## src/rtl/imm_ext_pkg.sv

```systemverilog
// imm_ext_pkg: format codes, opcode match constants and field positions for imm_ext_pipe
package imm_ext_pkg;
  typedef enum logic [2:0] {
    FMT_NONE = 3'd0,
    FMT_CB   = 3'd1,
    FMT_B    = 3'd2,
    FMT_D    = 3'd3,
    FMT_I    = 3'd4,
    FMT_IW   = 3'd5
  } fmt_t;
  localparam logic [7:0]  OP_CBZ  = 8'b10110100;
  localparam logic [7:0]  OP_CBNZ = 8'b10110101;
  localparam logic [5:0]  OP_B    = 6'b000101;
  localparam logic [5:0]  OP_BL   = 6'b100101;
  localparam logic [10:0] OP_LDUR = 11'b11111000010;
  localparam logic [10:0] OP_STUR = 11'b11111000000;
  localparam logic [9:0]  OP_ADDI = 10'b1001000100;
  localparam logic [9:0]  OP_SUBI = 10'b1101000100;
  localparam logic [8:0]  OP_MOVZ = 9'b110100101;
  localparam int CB_LSB = 5;
  localparam int CB_W   = 19;
  localparam int B_W    = 26;
  localparam int D_LSB  = 12;
  localparam int D_W    = 9;
  localparam int I_LSB  = 10;
  localparam int I_W    = 12;
  localparam int IW_LSB = 5;
  localparam int IW_W   = 16;
  localparam int HW_LSB = 21;
endpackage

```

## src/rtl/imm_decode.sv

```systemverilog
// imm_decode: combinational LEGv8 format classifier and immediate extender
module imm_decode
  import imm_ext_pkg::*;
#(
  parameter int N           = 64,
  parameter bit BYTE_OFFSET = 1'b0
) (
  input  logic [31:0]  instr,
  output logic [N-1:0] imm,
  output logic [2:0]   fmt
);
  logic is_cb, is_b, is_d, is_i, is_iw;
  logic [N-1:0] cb, b, d, i, iw;
  logic unused_bits;
  assign is_cb = instr[31:24] == OP_CBZ || instr[31:24] == OP_CBNZ;
  assign is_b  = instr[31:26] == OP_B || instr[31:26] == OP_BL;
  assign is_d  = instr[31:21] == OP_LDUR || instr[31:21] == OP_STUR;
  assign is_i  = instr[31:22] == OP_ADDI || instr[31:22] == OP_SUBI;
  assign is_iw = instr[31:23] == OP_MOVZ;
  assign cb = {{(N-CB_W){instr[CB_LSB+CB_W-1]}}, instr[CB_LSB +: CB_W]} << (BYTE_OFFSET ? 2 : 0);
  assign b  = {{(N-B_W){instr[B_W-1]}}, instr[B_W-1:0]} << (BYTE_OFFSET ? 2 : 0);
  assign d  = {{(N-D_W){instr[D_LSB+D_W-1]}}, instr[D_LSB +: D_W]};
  assign i  = N'(instr[I_LSB +: I_W]);
  assign iw = N'(instr[IW_LSB +: IW_W]) << {instr[HW_LSB +: 2], 4'b0};
  assign unused_bits = ^instr[4:0];
  // first matching format wins; anything unmatched decodes to zero
  always_comb begin
    fmt = is_cb ? FMT_CB : is_b ? FMT_B : is_d ? FMT_D : is_i ? FMT_I : is_iw ? FMT_IW : FMT_NONE;
    imm = is_cb ? cb : is_b ? b : is_d ? d : is_i ? i : is_iw ? iw : '0;
  end
endmodule

```

## src/rtl/imm_ext_pipe.sv

```systemverilog
// imm_ext_pipe: immediate extender with a 2-entry output FIFO and unknown-format counter
module imm_ext_pipe
  import imm_ext_pkg::*;
#(
  parameter int N           = 64,
  parameter bit BYTE_OFFSET = 1'b0,
  parameter int CNT_W       = 16
) (
  input  logic             clk,
  input  logic             reset,
  input  logic             in_valid,
  output logic             in_ready,
  input  logic [31:0]      instr,
  output logic             out_valid,
  input  logic             out_ready,
  output logic [N-1:0]     imm,
  output logic [2:0]       fmt,
  output logic [CNT_W-1:0] unknown_cnt
);
  logic [N+2:0] mem [2];
  logic [N-1:0] d_imm;
  logic [2:0]   d_fmt;
  logic [1:0]   count, count_nx;
  logic         wr, rd, push, pop;
  assign push      = in_valid & in_ready;
  assign pop       = out_valid & out_ready;
  assign out_valid = count != 2'd0;
  assign count_nx  = count + {1'b0, push} - {1'b0, pop};
  assign {imm, fmt} = mem[rd];
  imm_decode #(.N(N), .BYTE_OFFSET(BYTE_OFFSET)) u_dec (
    .instr(push ? instr : 32'd0),
    .imm  (d_imm),
    .fmt  (d_fmt)
  );
  // FIFO storage, wrap pointers, occupancy and registered ready
  always_ff @(posedge clk or negedge reset)
    if (!reset) begin
      mem[0]   <= '0;
      mem[1]   <= '0;
      wr       <= 1'b0;
      rd       <= 1'b0;
      count    <= 2'd0;
      in_ready <= 1'b1;
    end else begin
      if (push) mem[wr] <= {d_imm, d_fmt};
      wr       <= wr ^ push;
      rd       <= rd ^ pop;
      count    <= count_nx;
      in_ready <= count_nx != 2'd2;
    end
  // saturating count of accepted words with no immediate format
  always_ff @(posedge clk or negedge reset)
    if (!reset) unknown_cnt <= '0;
    else if (push && d_fmt == FMT_NONE && !(&unknown_cnt)) unknown_cnt <= unknown_cnt + CNT_W'(1);
endmodule
```

## config.mk

```make
export PLATFORM = sky130hd
export DESIGN_NAME = imm_ext_pipe
export DESIGN_NICKNAME = d
export VERILOG_FILES = /design/src/rtl/imm_ext_pkg.sv /design/src/rtl/imm_decode.sv /design/src/rtl/imm_ext_pipe.sv
export SDC_FILE = /design/constraint.sdc
export NUM_CORES = 1
export LEC_CHECK = 0
export BUFFER_PORTS_ARGS = -buffer_cell sky130_fd_sc_hd__buf_2
export CAP_MARGIN = 20
export CORE_MARGIN = 5
export CORE_UTILIZATION = 58
export DETAILED_ROUTE_END_ITERATION = 10
export GPL_TIMING_DRIVEN = 0
export PLACE_DENSITY_LB_ADDON = 0.15
export REMOVE_ABC_BUFFERS = 1
export SLEW_MARGIN = 20
export SYNTH_ARGS = -nofsm -noshare
export SYNTH_HDL_FRONTEND = slang
export SYNTH_SLANG_ARGS = --single-unit
```

## constraint.sdc

```tcl
create_clock -name clk -period 3.3 [get_ports clk]
set_input_delay 0.165 -clock clk [delete_from_list [all_inputs] [get_ports clk]]
set_output_delay 0.165 -clock clk [all_outputs]
set_load 0.01 [all_outputs]
```

# After elaboration in Yosys (flattened, before gate mapping)
# Index checks and enable logic that the tools add are counted.
[totals] ff_bits=155 latchBits=0 ramBits=0 romBits=0 word_cells=58 n_memories=0
[classes] addsub=3 multipliers=0 n_div=0 order_cmp=3 eq_ne=10 shifts=1 muxes=17 n_bitwise=6 reduce_logical=11
[op_table] op="two-way mux 64 bit" count=5
[op_table] op="two-way mux 67 bit" count=4
[op_table] op="bitwise mux 134 bit" count=1
[op_table] op="demux 67 bit (select 1 bit)" count=1
[op_table] op="left shift 16 x 6 -> 64 bit" count=1
[op_table] op="two-way mux 32 bit" count=1
[op_table] op="equality test 11 bit (second input constant)" count=2
[op_table] op="equality test 10 bit (second input constant)" count=2
[op_table] op="adder 16 x 1 -> 16 bit (second input constant)" count=1
[op_table] op="equality test 8 bit (second input constant)" count=2
[op_table] op="AND reduction 16 bit" count=1
[op_table] op="two-way mux 3 bit" count=5
[op_table] op="equality test 9 bit (second input constant)" count=1
[op_table] op="equality test 6 x 3 -> 1 bit (second input constant)" count=1
[op_table] op="equality test 6 bit (second input constant)" count=1
[op_table] op=">= comparator 2 bit (second input constant)" count=2
[op_table] op="logical OR 1 bit" count=4
[op_table] op="NOT 1 -> 2 bit" count=2
[op_table] op="logical AND 1 bit" count=3
[op_table] op="zero test 3 bit" count=1
[op_table] op="adder 2 x 1 -> 2 bit" count=1
[op_table] op="bitwise AND 1 bit" count=2
[op_table] op="less-than comparator 2 x 1 -> 1 bit (second input constant)" count=1
[op_table] op="!= test 2 bit (second input constant)" count=1
[op_table] op="other kinds (4)" count=5

# Longest topological paths before layout
# Gate-level depths: netlist of the first run.
[depth] depth_word=11 depth_mapped=9

# Hierarchy
# Synthesis of the first run repeated with hierarchy kept, for this count alone.
[hier_totals] cells_unflattened=718 area_unflattened_um2=8291.7
[by_module_without_submodules] mod="imm_ext_pipe" n_inst=1 cells_each=488 area_per_inst_um2=7041.8
[by_module_without_submodules] mod="imm_decode" n_inst=1 cells_each=230 area_per_inst_um2=1249.9

# Worst setup path before layout of the first run
# No wires, ideal clock.
[synth_path] kind="reg-to-reg" startpoint="register in_ready" endpoint="register mem[74] (netlist name)" t_arrival_ps=2225 required_time_ps=3158 slack_ps=933 path_stages_with_launch=9 n_path_buf=5 synth_period_minus_slack_ps=2367 path_cell_list="dfstp_2 -> and2_1 -> buf_2 -> buf_1 -> ha_1 -> clkbuf_1 -> clkbuf_1 -> clkbuf_1 -> a31oi_1"
[synth_via] elab_chain_cells=9 elab_cells_between_ends=22 classes_between="eq/ne: 9; shift: 1; mux: 7; bitwise: 1; reduce/logical: 4"
[synth_lines] item="start, declared" line="imm_ext_pipe.sv:12" source="output logic in_ready,"
[synth_lines] item="start signal, assigned" line="imm_ext_pipe.sv:43" source="in_ready <= 1'b1;"
[synth_lines] item="start signal, assigned" line="imm_ext_pipe.sv:49" source="in_ready <= count_nx != 2'd2;"
[synth_lines] item="bitwise AND 1 bit *" line="imm_ext_pipe.sv:25" source="assign push = in_valid & in_ready;"
[synth_lines] item="two-way mux 32 bit" line="imm_ext_pipe.sv:31" source=".instr(push ? instr : 32'd0),"
[synth_lines] item="left shift 16 x 6 -> 64 bit (tied with other cells)" line="imm_decode.sv:24" source="assign iw = N'(instr[IW_LSB +: IW_W]) << {instr[HW_LSB +: 2], 4'b0};"
[synth_lines] item="two-way mux 64 bit or logical OR 1 bit (tied branches)" line="imm_decode.sv:29, imm_decode.sv:18"
[synth_lines] item="two-way mux 64 bit (4 in series)" line="imm_decode.sv:29" source="imm = is_cb ? cb : is_b ? b : is_d ? d : is_i ? i : is_iw ? iw : '0;"
[synth_lines] item="bitwise mux 134 bit" line="imm_ext_pipe.sv:45" source="if (push) mem[wr] <= {d_imm, d_fmt};"
[synth_lines] item="end signal, assigned by index" line="imm_ext_pipe.sv:45"
[synth_lines] item="end, declared" line="imm_ext_pipe.sv:20" source="logic [N+2:0] mem [2];"
# Mark *: on every way between the ends. The rest lies on a longest branch, timed or not.
# A chain may end at the register's enable or synchronous reset.

# Worst setup path after layout of the first run
[layout_path] startpoint="register in_ready" endpoint="register mem[41] (netlist name)"
# The elaborated chain is that of the path after synthesis.

==> metrics.txt, run 1 <==
# TYPE chip_impl_metric gauge
chip_impl_metric{name="number_of_antenna_violations_at_the_first_check_in_global_routing",unit=""} 2
chip_impl_metric{name="via_count",unit=""} 7196
chip_impl_metric{name="io_pins",unit=""} 121
chip_impl_metric{name="clock.fmax",unit="MHz"} 333
chip_impl_info{name="critPathCaptureType",value="flip-flop"} 1
chip_impl_metric{name="worst_setup_hold_path_clk_slew",unit="ps"} 60
chip_impl_metric{name="floorplan.initialDensity",unit=""} 0.588
chip_impl_metric{name="numCtsBuffers",unit=""} 17
chip_impl_metric{name="dp_hpwl",unit="um"} 15600
chip_impl_metric{name="cts_max_level",unit=""} 4
chip_impl_metric{name="dieArea",unit="um2"} 16500
chip_impl_info{name="kind_of_critical_path",value="flip-flop to flip-flop"} 1
chip_impl_metric{name="yosys_warnings",unit=""} 0
chip_impl_metric{name="wl",unit="um"} 23600
chip_impl_metric{name="power-per-cell-area",unit="nW/um2"} 981
chip_impl_metric{name="dpl.cell_count",unit=""} 1084
chip_impl_metric{name="report.power.total",unit="W"} 0.00931
chip_impl_info{name="synthMostInstantiatedCell",value="sky130_fd_sc_hd__dfrtp_1"} 1
chip_impl_metric{name="route.detailed.vias_per_inst",unit=""} 6.44
chip_impl_metric{name="globalRoute.totalOverflow",unit=""} 0
chip_impl_metric{name="synth.mux.area_fraction",unit=""} 0.0969
chip_impl_metric{name="chipWidth",unit="um"} 128
chip_impl_metric{name="crit_required",unit="ps"} 3570
chip_impl_metric{name="drc",unit=""} 0
chip_impl_metric{name="grt_pass1_wl",unit="um"} 38100
chip_impl_metric{name="fin_skew",unit="ps"} 4.77
chip_impl_metric{name="fin_util",unit=""} 0.687
chip_impl_metric{name="time_the_worst_path_needs_with_i_o_delays_and_setup",unit="ps"} 3000
chip_impl_metric{name="timing_max_transition_violations_final",unit=""} 0
chip_impl_info{name="cp-start-kind",value="flip-flop"} 1
chip_impl_metric{name="synth-xor-area-share",unit=""} 0.0183
chip_impl_metric{name="timing.setup.tns",unit="ps"} 0
chip_impl_metric{name="tritoncts_num_sinks",unit=""} 155
chip_impl_metric{name="clockBufferDepth",unit=""} 2
chip_impl_metric{name="layout_setup_ws",unit="ps"} 298
chip_impl_info{name="synth_top_family_by_area",value="compound AO/OA/AOI/OAI gates"} 1
chip_impl_metric{name="placementRows",unit=""} 43
chip_impl_metric{name="timing.final.crit_share",unit=""} 0.910
chip_impl_metric{name="slew_headroom",unit=""} 0.419
chip_impl_metric{name="p_leak",unit="nW"} 4.15
chip_impl_info{name="clock_tree_from_tritoncts",value="done"} 1
chip_impl_info{name="synth_top_cells_by_count",value="sky130_fd_sc_hd__dfrtp_1 (154), sky130_fd_sc_hd__a21oi_1 (129), sky130_fd_sc_hd__nor2_1 (102), sky130_fd_sc_hd__nand2_1 (82), sky130_fd_sc_hd__mux2_2 (70)"} 1
chip_impl_metric{name="chipHeight",unit="um"} 128
chip_impl_info{name="grt_setup_unrepaired",value="no"} 1
chip_impl_metric{name="synth_top_area_frac",unit=""} 0.474
chip_impl_metric{name="async_flop_share",unit=""} 1.00
chip_impl_info{name="cts-root-buf",value="sky130_fd_sc_hd__clkbuf_16"} 1
chip_impl_info{name="status",value="completed"} 1
chip_impl_metric{name="globalRouteTotalUtil",unit=""} 0.294
chip_impl_metric{name="postCtsSetupBuffers",unit=""} 0
chip_impl_metric{name="antenna_cells_inserted",unit=""} 0
chip_impl_metric{name="grt_max_degree",unit=""} 92
chip_impl_metric{name="grt_pass1_vias",unit=""} 7315
chip_impl_metric{name="edff_count_synth",unit=""} 0
chip_impl_metric{name="post_route_cells_drive_above_1_share",unit=""} 0.261
chip_impl_metric{name="num-nets-final",unit=""} 965
chip_impl_metric{name="synth-compound-area-share",unit=""} 0.195
chip_impl_metric{name="drtIter0Drc",unit=""} 685
chip_impl_metric{name="crit_path_max_fanout",unit=""} 52
chip_impl_metric{name="yosysSeqAreaShare",unit=""} 0.477
chip_impl_metric{name="ant_nets",unit=""} 0
chip_impl_metric{name="synth.lib_cells_used.distinct",unit=""} 58
chip_impl_info{name="worst_hold_path_type",value="primary input to flip-flop"} 1
chip_impl_metric{name="cap_violations",unit=""} 0
chip_impl_metric{name="area.growth.synth_to_final",unit="%"} 16.8
chip_impl_metric{name="synth.ff_latch_count",unit=""} 155
chip_impl_info{name="synthDominantAreaCellType",value="sky130_fd_sc_hd__dfrtp_1"} 1
chip_impl_metric{name="syn_avg_cell_area",unit="um2"} 9.57
chip_impl_metric{name="gp_routability_congestion",unit=""} 0.952
chip_impl_metric{name="cp_data_arrival_time",unit="ps"} 3280
chip_impl_metric{name="simple_gate_share_of_the_synthesized_area",unit=""} 0.166
chip_impl_info{name="yosys_most_used_dff",value="sky130_fd_sc_hd__dfrtp_1"} 1
chip_impl_metric{name="report.final.setup_viol",unit=""} 0
chip_impl_metric{name="core_area",unit="um2"} 13800
chip_impl_metric{name="clk-insertion-delay-late",unit="ps"} 430
chip_impl_metric{name="synth_fa_ha_area_frac",unit=""} 0.00769
chip_impl_info{name="synth.area.top_cells",value="sky130_fd_sc_hd__dfrtp_1 (47%), sky130_fd_sc_hd__mux2_2 (9.7%), sky130_fd_sc_hd__a21oi_1 (7.9%), sky130_fd_sc_hd__o22a_1 (5.2%), sky130_fd_sc_hd__nor2_1 (4.7%)"} 1
chip_impl_metric{name="syn_inst",unit=""} 850
chip_impl_metric{name="dp_slack",unit="ps"} -254
chip_impl_metric{name="syn-cell-area",unit="um2"} 8130
chip_impl_metric{name="worst_slew_pin_slew",unit="ps"} 871
chip_impl_metric{name="hold_violations",unit=""} 0
chip_impl_metric{name="detail_route.first_pass.iterations",unit=""} 5
chip_impl_metric{name="final-instance-count-excl-fill",unit=""} 1117
chip_impl_metric{name="io_buffer_count",unit=""} 120
chip_impl_metric{name="vdd.ir_drop.worst",unit="mV"} 0.538
chip_impl_metric{name="detail_route.wl_per_cell",unit="um"} 21.2
[flip-flops by register name, summed over array words and instances (netlist names)]
register	count
rd	1
wr	1
count	2
mem	134
in_ready	1
unknown_cnt	16
[cells by family (layout without fill, tap and decap cells)]
| kind of cell | after synthesis | after routing |
|---|---|---|
| XOR/XNOR | 17 | 17 |
| multiplexers | 70 | 70 |
| flip-flops | 155 | 155 |
| AND/OR/NAND/NOR | 273 | 273 |
| AO/OA/AOI/OAI | 252 | 252 |
| adder cells (fa/ha/maj) | 5 | 5 |
| buffers and inverters | 78 | 165 |
[cells in the final DEF, fill, tap and decap left out, types with 2 or more instances in the layout]
cell type,instances
sky130_fd_sc_hd__o21ai_0,21
sky130_fd_sc_hd__and3_1,20
sky130_fd_sc_hd__inv_1,6
sky130_fd_sc_hd__clkinvlp_4,2
sky130_fd_sc_hd__a32o_1,6
sky130_fd_sc_hd__a21oi_1,128
sky130_fd_sc_hd__nand4_1,11
sky130_fd_sc_hd__nor2b_1,2
sky130_fd_sc_hd__nor3_2,2
sky130_fd_sc_hd__dfrtp_1,153
sky130_fd_sc_hd__and3b_1,4
sky130_fd_sc_hd__mux2_2,70
sky130_fd_sc_hd__o21ai_1,7
sky130_fd_sc_hd__bufinv_16,5
sky130_fd_sc_hd__buf_12,3
sky130_fd_sc_hd__nand3_1,18
sky130_fd_sc_hd__clkbuf_16,17
sky130_fd_sc_hd__clkbuf_1,3
sky130_fd_sc_hd__nor4b_2,2
sky130_fd_sc_hd__o22ai_1,5
sky130_fd_sc_hd__a31oi_1,7
sky130_fd_sc_hd__nand2_2,2
sky130_fd_sc_hd__nor2_1,102
sky130_fd_sc_hd__a32oi_1,3
sky130_fd_sc_hd__buf_2,119
sky130_fd_sc_hd__ha_1,3
sky130_fd_sc_hd__nand2b_1,4
sky130_fd_sc_hd__ha_4,2
sky130_fd_sc_hd__buf_8,2
sky130_fd_sc_hd__a22oi_1,12
sky130_fd_sc_hd__nand4b_1,2
sky130_fd_sc_hd__o22a_1,48
sky130_fd_sc_hd__a221oi_1,2
sky130_fd_sc_hd__xnor2_1,16
sky130_fd_sc_hd__nand3b_1,2
sky130_fd_sc_hd__clkbuf_8,2
sky130_fd_sc_hd__and2_1,4
sky130_fd_sc_hd__and4_1,2
sky130_fd_sc_hd__nand2_1,80
sky130_fd_sc_hd__and4b_1,4
[stage by stage]
| step | cell area [um2] | hold WS [ps] |
|---|---|---|
| after detailed placement | 8820 | 130 |
| after global routing | 9500 | 81.2 |
| after CTS | 9480 | 57.6 |
| after global placement | 8660 | 475 |
| after floorplan | 7830 | -131 |
| final | 9500 | 63.8 |
[area by class of cell]
class,count,area (um2)
fill,1069,4330
clock inverter,10,188
inverter,6,22.5
sequential,155,3880
clock buffer,22,464
timing repair buffer,127,734
multi-input combinational,617,3980
tap,180,225
[repair_timing]
item | 4_1_cts | 5_1_grt
endpoints found under the setup margin | 48 | 48
hold endpoints to repair | 64 | 0
gates resized for setup | 1 | 2
hold buffers | 1 | 0
[metal layers]
layer  wire length, um  up-vias  global-route usage
met5                32        -                   0
met4               609        4               0.105
met3              2110       65              0.0623
met2             11300      380               0.474
met1              9610     3537               0.396
li1                  -     3210                   -
[final timing paths]
kind / start / cells after the start / end / slack, ps
max in group asynchronous: reset / 3 / in_ready / 2230
min: out_ready / 3 / rd / 60
max reg2reg: in_ready / 5 / mem[41] / 300
max: in_ready / 5 / mem[41] / 300
min in group asynchronous: reset / 2 / mem[106] / 260
min reg2reg: unknown_cnt[15] / 1 / unknown_cnt[15] / 480
[power by group]
group	switching, W	internal (W)	total, W	leakage (nW)
Sequential	0.000584	0.00282	0.00340	1.88
Combinational	0.00191	0.00183	0.00374	1.97
Clock	0.000784	0.00139	0.00217	0.311
Total	0.00328	0.00604	0.00931	4.15
[worst max-delay path, cell delays in order (launching register included)]
cell and delay (ps):
sky130_fd_sc_hd__dfstp_2 620, sky130_fd_sc_hd__and2_2 500, sky130_fd_sc_hd__ha_4 570, sky130_fd_sc_hd__buf_12 300
sky130_fd_sc_hd__and2_1 610, sky130_fd_sc_hd__a31oi_1 190
(Power assumes the default switching activity.)
==> inputs of run 2 (changes only) <==
--- a/config.mk
+++ b/config.mk
@@ -8,7 +8,7 @@
 export BUFFER_PORTS_ARGS = -buffer_cell sky130_fd_sc_hd__buf_2
 export CAP_MARGIN = 20
 export CORE_MARGIN = 5
-export CORE_UTILIZATION = 58
+export CORE_UTILIZATION = 62
 export DETAILED_ROUTE_END_ITERATION = 10
 export GPL_TIMING_DRIVEN = 0
 export PLACE_DENSITY_LB_ADDON = 0.15
==> constraint.sdc (replaced) <==
create_clock -name clk -period 3.5 [get_ports clk]
set_input_delay 0.175 -clock clk [delete_from_list [all_inputs] [get_ports clk]]
set_output_delay 0.175 -clock clk [all_outputs]
set_load 0.01 [all_outputs]
==> metrics.txt, run 2 (synthesized netlist as in run 1, its figures left out) <==
# TYPE chip_impl_metric gauge
chip_impl_info{name="kind_of_critical_path",value="flip-flop to flip-flop"} 1
chip_impl_info{name="grt_setup_unrepaired",value="no"} 1
chip_impl_info{name="cts-root-buf",value="sky130_fd_sc_hd__clkbuf_16"} 1
chip_impl_metric{name="number_of_antenna_violations_at_the_first_check_in_global_routing",unit=""} 2
chip_impl_metric{name="area.growth.synth_to_final",unit="%"} 16.6
chip_impl_metric{name="crit_required",unit="ps"} 3780
chip_impl_metric{name="postCtsSetupBuffers",unit=""} 0
chip_impl_metric{name="dp_hpwl",unit="um"} 15400
chip_impl_metric{name="grt_pass1_wl",unit="um"} 37900
chip_impl_metric{name="grt_max_degree",unit=""} 90
chip_impl_info{name="critPathCaptureType",value="flip-flop"} 1
chip_impl_metric{name="timing.final.crit_share",unit=""} 0.931
chip_impl_metric{name="report.final.setup_viol",unit=""} 0
chip_impl_metric{name="io_pins",unit=""} 121
chip_impl_metric{name="vdd.ir_drop.worst",unit="mV"} 0.537
chip_impl_info{name="status",value="completed"} 1
chip_impl_info{name="critical_path.cell_chain",value="and2_2 > ha_4 > buf_12 > nand2_1 > o22ai_1 > a31oi_1"} 1
chip_impl_metric{name="route.detailed.vias_per_inst",unit=""} 6.46
chip_impl_metric{name="floorplan.initialDensity",unit=""} 0.639
chip_impl_metric{name="clockBufferDepth",unit=""} 2
chip_impl_metric{name="crit_path_max_fanout",unit=""} 56
chip_impl_metric{name="detail_route.first_pass.iterations",unit=""} 5
chip_impl_metric{name="globalRoute.totalOverflow",unit=""} 0
chip_impl_metric{name="cp_data_arrival_time",unit="ps"} 3540
chip_impl_metric{name="cts_max_level",unit=""} 4
chip_impl_metric{name="core_area",unit="um2"} 12700
chip_impl_metric{name="antenna_cells_inserted",unit=""} 0
chip_impl_metric{name="cp_num_buf_inv",unit=""} 1
chip_impl_metric{name="timing_max_transition_violations_final",unit=""} 0
chip_impl_info{name="cp-start-kind",value="flip-flop"} 1
chip_impl_info{name="r2r_end",value="mem[41]"} 1
chip_impl_metric{name="post_route_cells_drive_above_1_share",unit=""} 0.258
chip_impl_info{name="clock_tree_from_tritoncts",value="done"} 1
chip_impl_metric{name="cap_violations",unit=""} 0
chip_impl_metric{name="clock.fmax",unit="MHz"} 307
chip_impl_metric{name="dieArea",unit="um2"} 15500
chip_impl_metric{name="final_area",unit="um2"} 9480
chip_impl_info{name="mostFrequentLayoutCell",value="sky130_fd_sc_hd__dfrtp_1"} 1
chip_impl_metric{name="dpl.cell_count",unit=""} 1076
chip_impl_metric{name="io_buffer_count",unit=""} 120
chip_impl_metric{name="num-nets-final",unit=""} 965
chip_impl_metric{name="largest_reg_flops",unit=""} 134
chip_impl_metric{name="min_path_cells",unit=""} 3
chip_impl_info{name="worst_hold_path.endpoint",value="rd"} 1
chip_impl_metric{name="gp_routability_congestion",unit=""} 0.995
chip_impl_metric{name="via_count",unit=""} 7162
chip_impl_info{name="most-common-layout-cells",value="sky130_fd_sc_hd__dfrtp_1 (153), sky130_fd_sc_hd__a21oi_1 (128), sky130_fd_sc_hd__buf_2 (119)"} 1
chip_impl_metric{name="grt_pass1_vias",unit=""} 7302
chip_impl_metric{name="drtIter0Drc",unit=""} 642
chip_impl_info{name="path_delay_family",value="simple AND/OR/NAND/NOR gates"} 1
chip_impl_metric{name="chipWidth",unit="um"} 125
chip_impl_metric{name="placementRows",unit=""} 41
chip_impl_metric{name="ant_nets",unit=""} 0
chip_impl_metric{name="numCtsBuffers",unit=""} 17
chip_impl_metric{name="final-instance-count-excl-fill",unit=""} 1109
chip_impl_metric{name="hold_violations",unit=""} 0
chip_impl_metric{name="tritoncts_num_sinks",unit=""} 155
chip_impl_metric{name="detail_route.wl_per_cell",unit="um"} 21.1
chip_impl_metric{name="ff2ff_path_depth",unit=""} 6
chip_impl_info{name="cp_slowest_cell",value="sky130_fd_sc_hd__nand2_1"} 1
chip_impl_info{name="worstHoldStart",value="out_ready"} 1
chip_impl_metric{name="clk-insertion-delay-late",unit="ps"} 430
chip_impl_metric{name="holdWs",unit="ps"} 119
chip_impl_metric{name="chipHeight",unit="um"} 125
chip_impl_metric{name="post_dp_cell_area",unit="um2"} 8810
chip_impl_metric{name="worst_slew_pin_slew",unit="ps"} 1030
chip_impl_metric{name="power-per-cell-area",unit="nW/um2"} 928
chip_impl_info{name="crit_start",value="in_ready"} 1
chip_impl_info{name="worst_hold_path_type",value="primary input to flip-flop"} 1
chip_impl_info{name="largest_register",value="mem"} 1
chip_impl_info{name="worstReg2RegStart",value="in_ready"} 1
chip_impl_metric{name="slew_headroom",unit=""} 0.312
chip_impl_metric{name="p_leak",unit="nW"} 4.16
chip_impl_metric{name="globalRouteTotalUtil",unit=""} 0.301
chip_impl_metric{name="worst_setup_hold_path_clk_slew",unit="ps"} 70
chip_impl_metric{name="timing.critical_path.slowest_cell_delay",unit="ps"} 660
chip_impl_metric{name="drc",unit=""} 0
chip_impl_info{name="top_regs",value="mem x134, unknown_cnt x16, count x2"} 1
chip_impl_metric{name="wl",unit="um"} 23400
chip_impl_metric{name="worst-r2r-setup-slack",unit="ps"} 240
chip_impl_metric{name="layout.filler_cells",unit=""} 929
chip_impl_metric{name="fin_skew",unit="ps"} 6.58
chip_impl_metric{name="crit_cells",unit=""} 6
chip_impl_metric{name="time_the_worst_path_needs_with_i_o_delays_and_setup",unit="ps"} 3260
-- run 2: worst register-to-register path: cells and delay by family, from the launching register on --
family          cells  cell delay (ps)
buf+inv             1              320
simple gates        2             1160
compound gates      2              460
fa+ha+maj           1              560
flops               1              600
-- run 2: area by class of cell --
class | count | area, um2 | area share
multi-input cells | 617 | 3980 | 0.419
repair buffers | 127 | 734 | 0.0775
clock buffers | 24 | 482 | 0.0508
inverters | 6 | 22.5 | 0.00238
flip-flops and latches | 155 | 3880 | 0.410
clock inverters | 8 | 165 | 0.0174
well taps | 172 | 215 | 0.0227
-- run 2: routing by layer --
layer | vias to the layer above | global-route usage | routed length (um)
met4 | 4 | 0.119 | 632
met5 | - | 0 | 32
met1 | 3553 | 0.393 | 9270
met2 | 340 | 0.478 | 11400
li1 | 3201 | - | -
met3 | 64 | 0.0836 | 2100
-- run 2: stage by stage --
stage | util | power, W | setup slack, ps | setup TNS, ps
after floorplan | - | 0.00544 | -822 | -42370
after global routing | 0.745 | 0.00932 | 114 | 0
final | 0.745 | 0.00880 | 240 | 0
after CTS | 0.744 | 0.00882 | 2.51 | 0
after detailed placement | 0.693 | 0.00676 | 46.7 | 0
after global placement | 0.680 | 0.00658 | -2850 | -233450
-- run 2: what timing repair did --
item / in CTS / in global routing
hold buffers: 1 / 0
endpoints found under the setup margin: 0 / 48
endpoints found under the hold margin: 66 / 0
resized for setup: 0 / 1
-- run 2: worst max path at each step --
stage,endpoint
finish,mem[41]
global route,mem[41]
CTS,mem[41]
detailed placement,mem[41]
global placement,mem[41]
floorplan,mem[41]
-- run 2: power breakdown --
part           internal (W)  switching [W]
clock network       0.00132       0.000712
registers           0.00266       0.000553
logic               0.00173        0.00182
==> inputs of run 3 (changes only) <==
==> constraint.sdc (replaced) <==
create_clock -name clk -period 3.87 [get_ports clk]
set_input_delay 0.1935 -clock clk [delete_from_list [all_inputs] [get_ports clk]]
set_output_delay 0.1935 -clock clk [all_outputs]
set_load 0.01 [all_outputs]
==> metrics.txt, run 3 (synthesized netlist as in run 1, its figures left out) <==
# TYPE chip_impl_metric gauge
chip_impl_info{name="worst_hold_path_type",value="primary input to flip-flop"} 1
chip_impl_metric{name="worst_slew_pin_slew",unit="ps"} 1030
chip_impl_metric{name="core_area",unit="um2"} 12700
chip_impl_metric{name="post_dp_cell_area",unit="um2"} 8810
chip_impl_metric{name="floorplan.initialDensity",unit=""} 0.639
chip_impl_metric{name="clk-insertion-delay-late",unit="ps"} 430
chip_impl_metric{name="dieArea",unit="um2"} 15500
chip_impl_metric{name="grt_pass1_vias",unit=""} 7302
chip_impl_metric{name="globalRouteTotalUtil",unit=""} 0.301
chip_impl_metric{name="chipWidth",unit="um"} 125
chip_impl_metric{name="tritoncts_num_sinks",unit=""} 155
chip_impl_info{name="critPathCaptureType",value="flip-flop"} 1
chip_impl_metric{name="timing.final.crit_share",unit=""} 0.923
chip_impl_metric{name="placementRows",unit=""} 41
chip_impl_metric{name="io_buffer_count",unit=""} 120
chip_impl_info{name="largest_register",value="mem"} 1
chip_impl_metric{name="cap_violations",unit=""} 0
chip_impl_metric{name="drtIter0Drc",unit=""} 642
chip_impl_metric{name="slew_headroom",unit=""} 0.312
chip_impl_info{name="cp-start-kind",value="flip-flop"} 1
chip_impl_info{name="critical_path.cell_chain",value="and2_1 > ha_4 > buf_12 > nand2_1 > o22ai_1 > a31oi_1"} 1
chip_impl_metric{name="ant_nets",unit=""} 0
chip_impl_metric{name="timing_max_transition_violations_final",unit=""} 0
chip_impl_metric{name="detail_route.wl_per_cell",unit="um"} 21.1
chip_impl_metric{name="final_area",unit="um2"} 9480
chip_impl_metric{name="post_route_cells_drive_above_1_share",unit=""} 0.257
chip_impl_metric{name="antenna_cells_inserted",unit=""} 0
chip_impl_info{name="most-common-layout-cells",value="sky130_fd_sc_hd__dfrtp_1 (153), sky130_fd_sc_hd__a21oi_1 (128), sky130_fd_sc_hd__buf_2 (119)"} 1
chip_impl_metric{name="worst_setup_hold_path_clk_slew",unit="ps"} 70
chip_impl_info{name="clock_tree_from_tritoncts",value="done"} 1
chip_impl_metric{name="power-per-cell-area",unit="nW/um2"} 839
chip_impl_metric{name="largest_reg_flops",unit=""} 134
chip_impl_metric{name="io_pins",unit=""} 121
chip_impl_info{name="status",value="completed"} 1
chip_impl_metric{name="route.detailed.vias_per_inst",unit=""} 6.46
chip_impl_info{name="grt_setup_unrepaired",value="no"} 1
chip_impl_metric{name="cp_data_arrival_time",unit="ps"} 3850
chip_impl_metric{name="numCtsBuffers",unit=""} 17
chip_impl_metric{name="p_leak",unit="nW"} 4.16
chip_impl_metric{name="clockBufferDepth",unit=""} 2
chip_impl_metric{name="crit_path_max_fanout",unit=""} 56
chip_impl_metric{name="holdWs",unit="ps"} 138
chip_impl_metric{name="chipHeight",unit="um"} 125
chip_impl_metric{name="dp_hpwl",unit="um"} 15400
chip_impl_metric{name="hold_violations",unit=""} 0
chip_impl_metric{name="grt_max_degree",unit=""} 90
chip_impl_metric{name="clock.fmax",unit="MHz"} 280
chip_impl_info{name="top_regs",value="mem x134, unknown_cnt x16, count x2"} 1
chip_impl_metric{name="via_count",unit=""} 7162
chip_impl_metric{name="time_the_worst_path_needs_with_i_o_delays_and_setup",unit="ps"} 3570
chip_impl_metric{name="vdd.ir_drop.worst",unit="mV"} 0.485
chip_impl_metric{name="fin_util",unit=""} 0.745
chip_impl_metric{name="timing.critical_path.slowest_cell_delay",unit="ps"} 770
chip_impl_info{name="kind_of_critical_path",value="flip-flop to flip-flop"} 1
chip_impl_metric{name="cp_num_buf_inv",unit=""} 1
chip_impl_metric{name="detail_route.first_pass.iterations",unit=""} 5
chip_impl_metric{name="globalRoute.totalOverflow",unit=""} 0
chip_impl_metric{name="wl",unit="um"} 23400
chip_impl_metric{name="area.growth.synth_to_final",unit="%"} 16.5
chip_impl_info{name="cts-root-buf",value="sky130_fd_sc_hd__clkbuf_16"} 1
chip_impl_metric{name="drc",unit=""} 0
chip_impl_metric{name="crit_required",unit="ps"} 4150
chip_impl_info{name="cp_slowest_cell",value="sky130_fd_sc_hd__and2_1"} 1
chip_impl_metric{name="fin_skew",unit="ps"} 6.58
chip_impl_metric{name="report.final.setup_viol",unit=""} 0
chip_impl_metric{name="grt_pass1_wl",unit="um"} 37900
chip_impl_metric{name="post_cts_resize_count",unit=""} 0
chip_impl_metric{name="report.power.total",unit="W"} 0.00795
chip_impl_metric{name="num-nets-final",unit=""} 965
chip_impl_info{name="mostFrequentLayoutCell",value="sky130_fd_sc_hd__dfrtp_1"} 1
chip_impl_metric{name="cts_max_level",unit=""} 4
chip_impl_metric{name="gp_routability_congestion",unit=""} 0.995
chip_impl_metric{name="number_of_antenna_violations_at_the_first_check_in_global_routing",unit=""} 2
chip_impl_info{name="path_delay_family",value="simple AND/OR/NAND/NOR gates"} 1
==> run 3: cell count changes in the layout (fill, tap and decap cells not counted) <==
cell / delta
sky130_fd_sc_hd__and2_2: -1
sky130_fd_sc_hd__and2_1: +1
==> run 3: worst reg2reg max path, delay by kind of cell, from the launching register on <==
family / cells / cell delay [ps]
AND/OR/NAND/NOR: 2 / 1440
flip-flops: 1 / 600
AO/OA/AOI/OAI: 2 / 460
buffers and inverters: 1 / 320
adder cells (fa/ha/maj): 1 / 600
==> run 3: layout make-up <==
type,count,area (um2)
inverters,6,22.5
clock inverters,8,165
clock buffers,24,482
repair buffers,127,734
flip-flops and latches,155,3880
multi-input cells,617,3970
fillers,928,3250
well taps,172,215
==> run 3: where the power goes <==
part / switching, W / internal, W / leakage, nW
logic: 0.00165 / 0.00156 / 1.97
registers: 0.000500 / 0.00241 / 1.88
clock network: 0.000644 / 0.00119 / 0.318
total: 0.00279 / 0.00516 / 4.16
==> run 3: path summary, 6_finish.rpt <==
path                                       from               to  cells past startpoint  slack, ps
worst max-delay path                   in_ready          mem[41]                      6        300
worst min-delay path                  out_ready               rd                      3        140
worst max register to register         in_ready          mem[41]                      6        300
worst min register to register  unknown_cnt[15]  unknown_cnt[15]                      1        490
max in group asynchronous                 reset          mem[28]                      3       2760
min in group asynchronous                 reset         mem[103]                      2        290
==> run 3: metrics by stage <==
step / TNS [ps] / setup slack (ps) / std cells
4_1_cts: 0 / 373 / 1109
5_1_grt: 0 / 148 / 1109
3_3_place_gp: -183870 / -2480 / 1070
6_report: 0 / 298 / 1109
2_1_floorplan: -20600 / -452 / 778
3_5_place_dp: 0 / 417 / 1076
==> run 3: metal layers <==
metal / vias up / share of wire / GRT usage
li1: 3201 / - / -
met1: 3553 / 0.40 / 0.393
met2: 340 / 0.49 / 0.478
met3: 64 / 0.090 / 0.0836
met4: 4 / 0.027 / 0.119
met5: - / 0.0014 / 0
==> run 3: repair_timing <==
| action | 4_1_cts | 5_1_grt |
|---|---|---|
| hold buffers | 1 | 0 |
| endpoints found under the hold margin | 66 | 0 |
| buffers inserted | 0 | 0 |
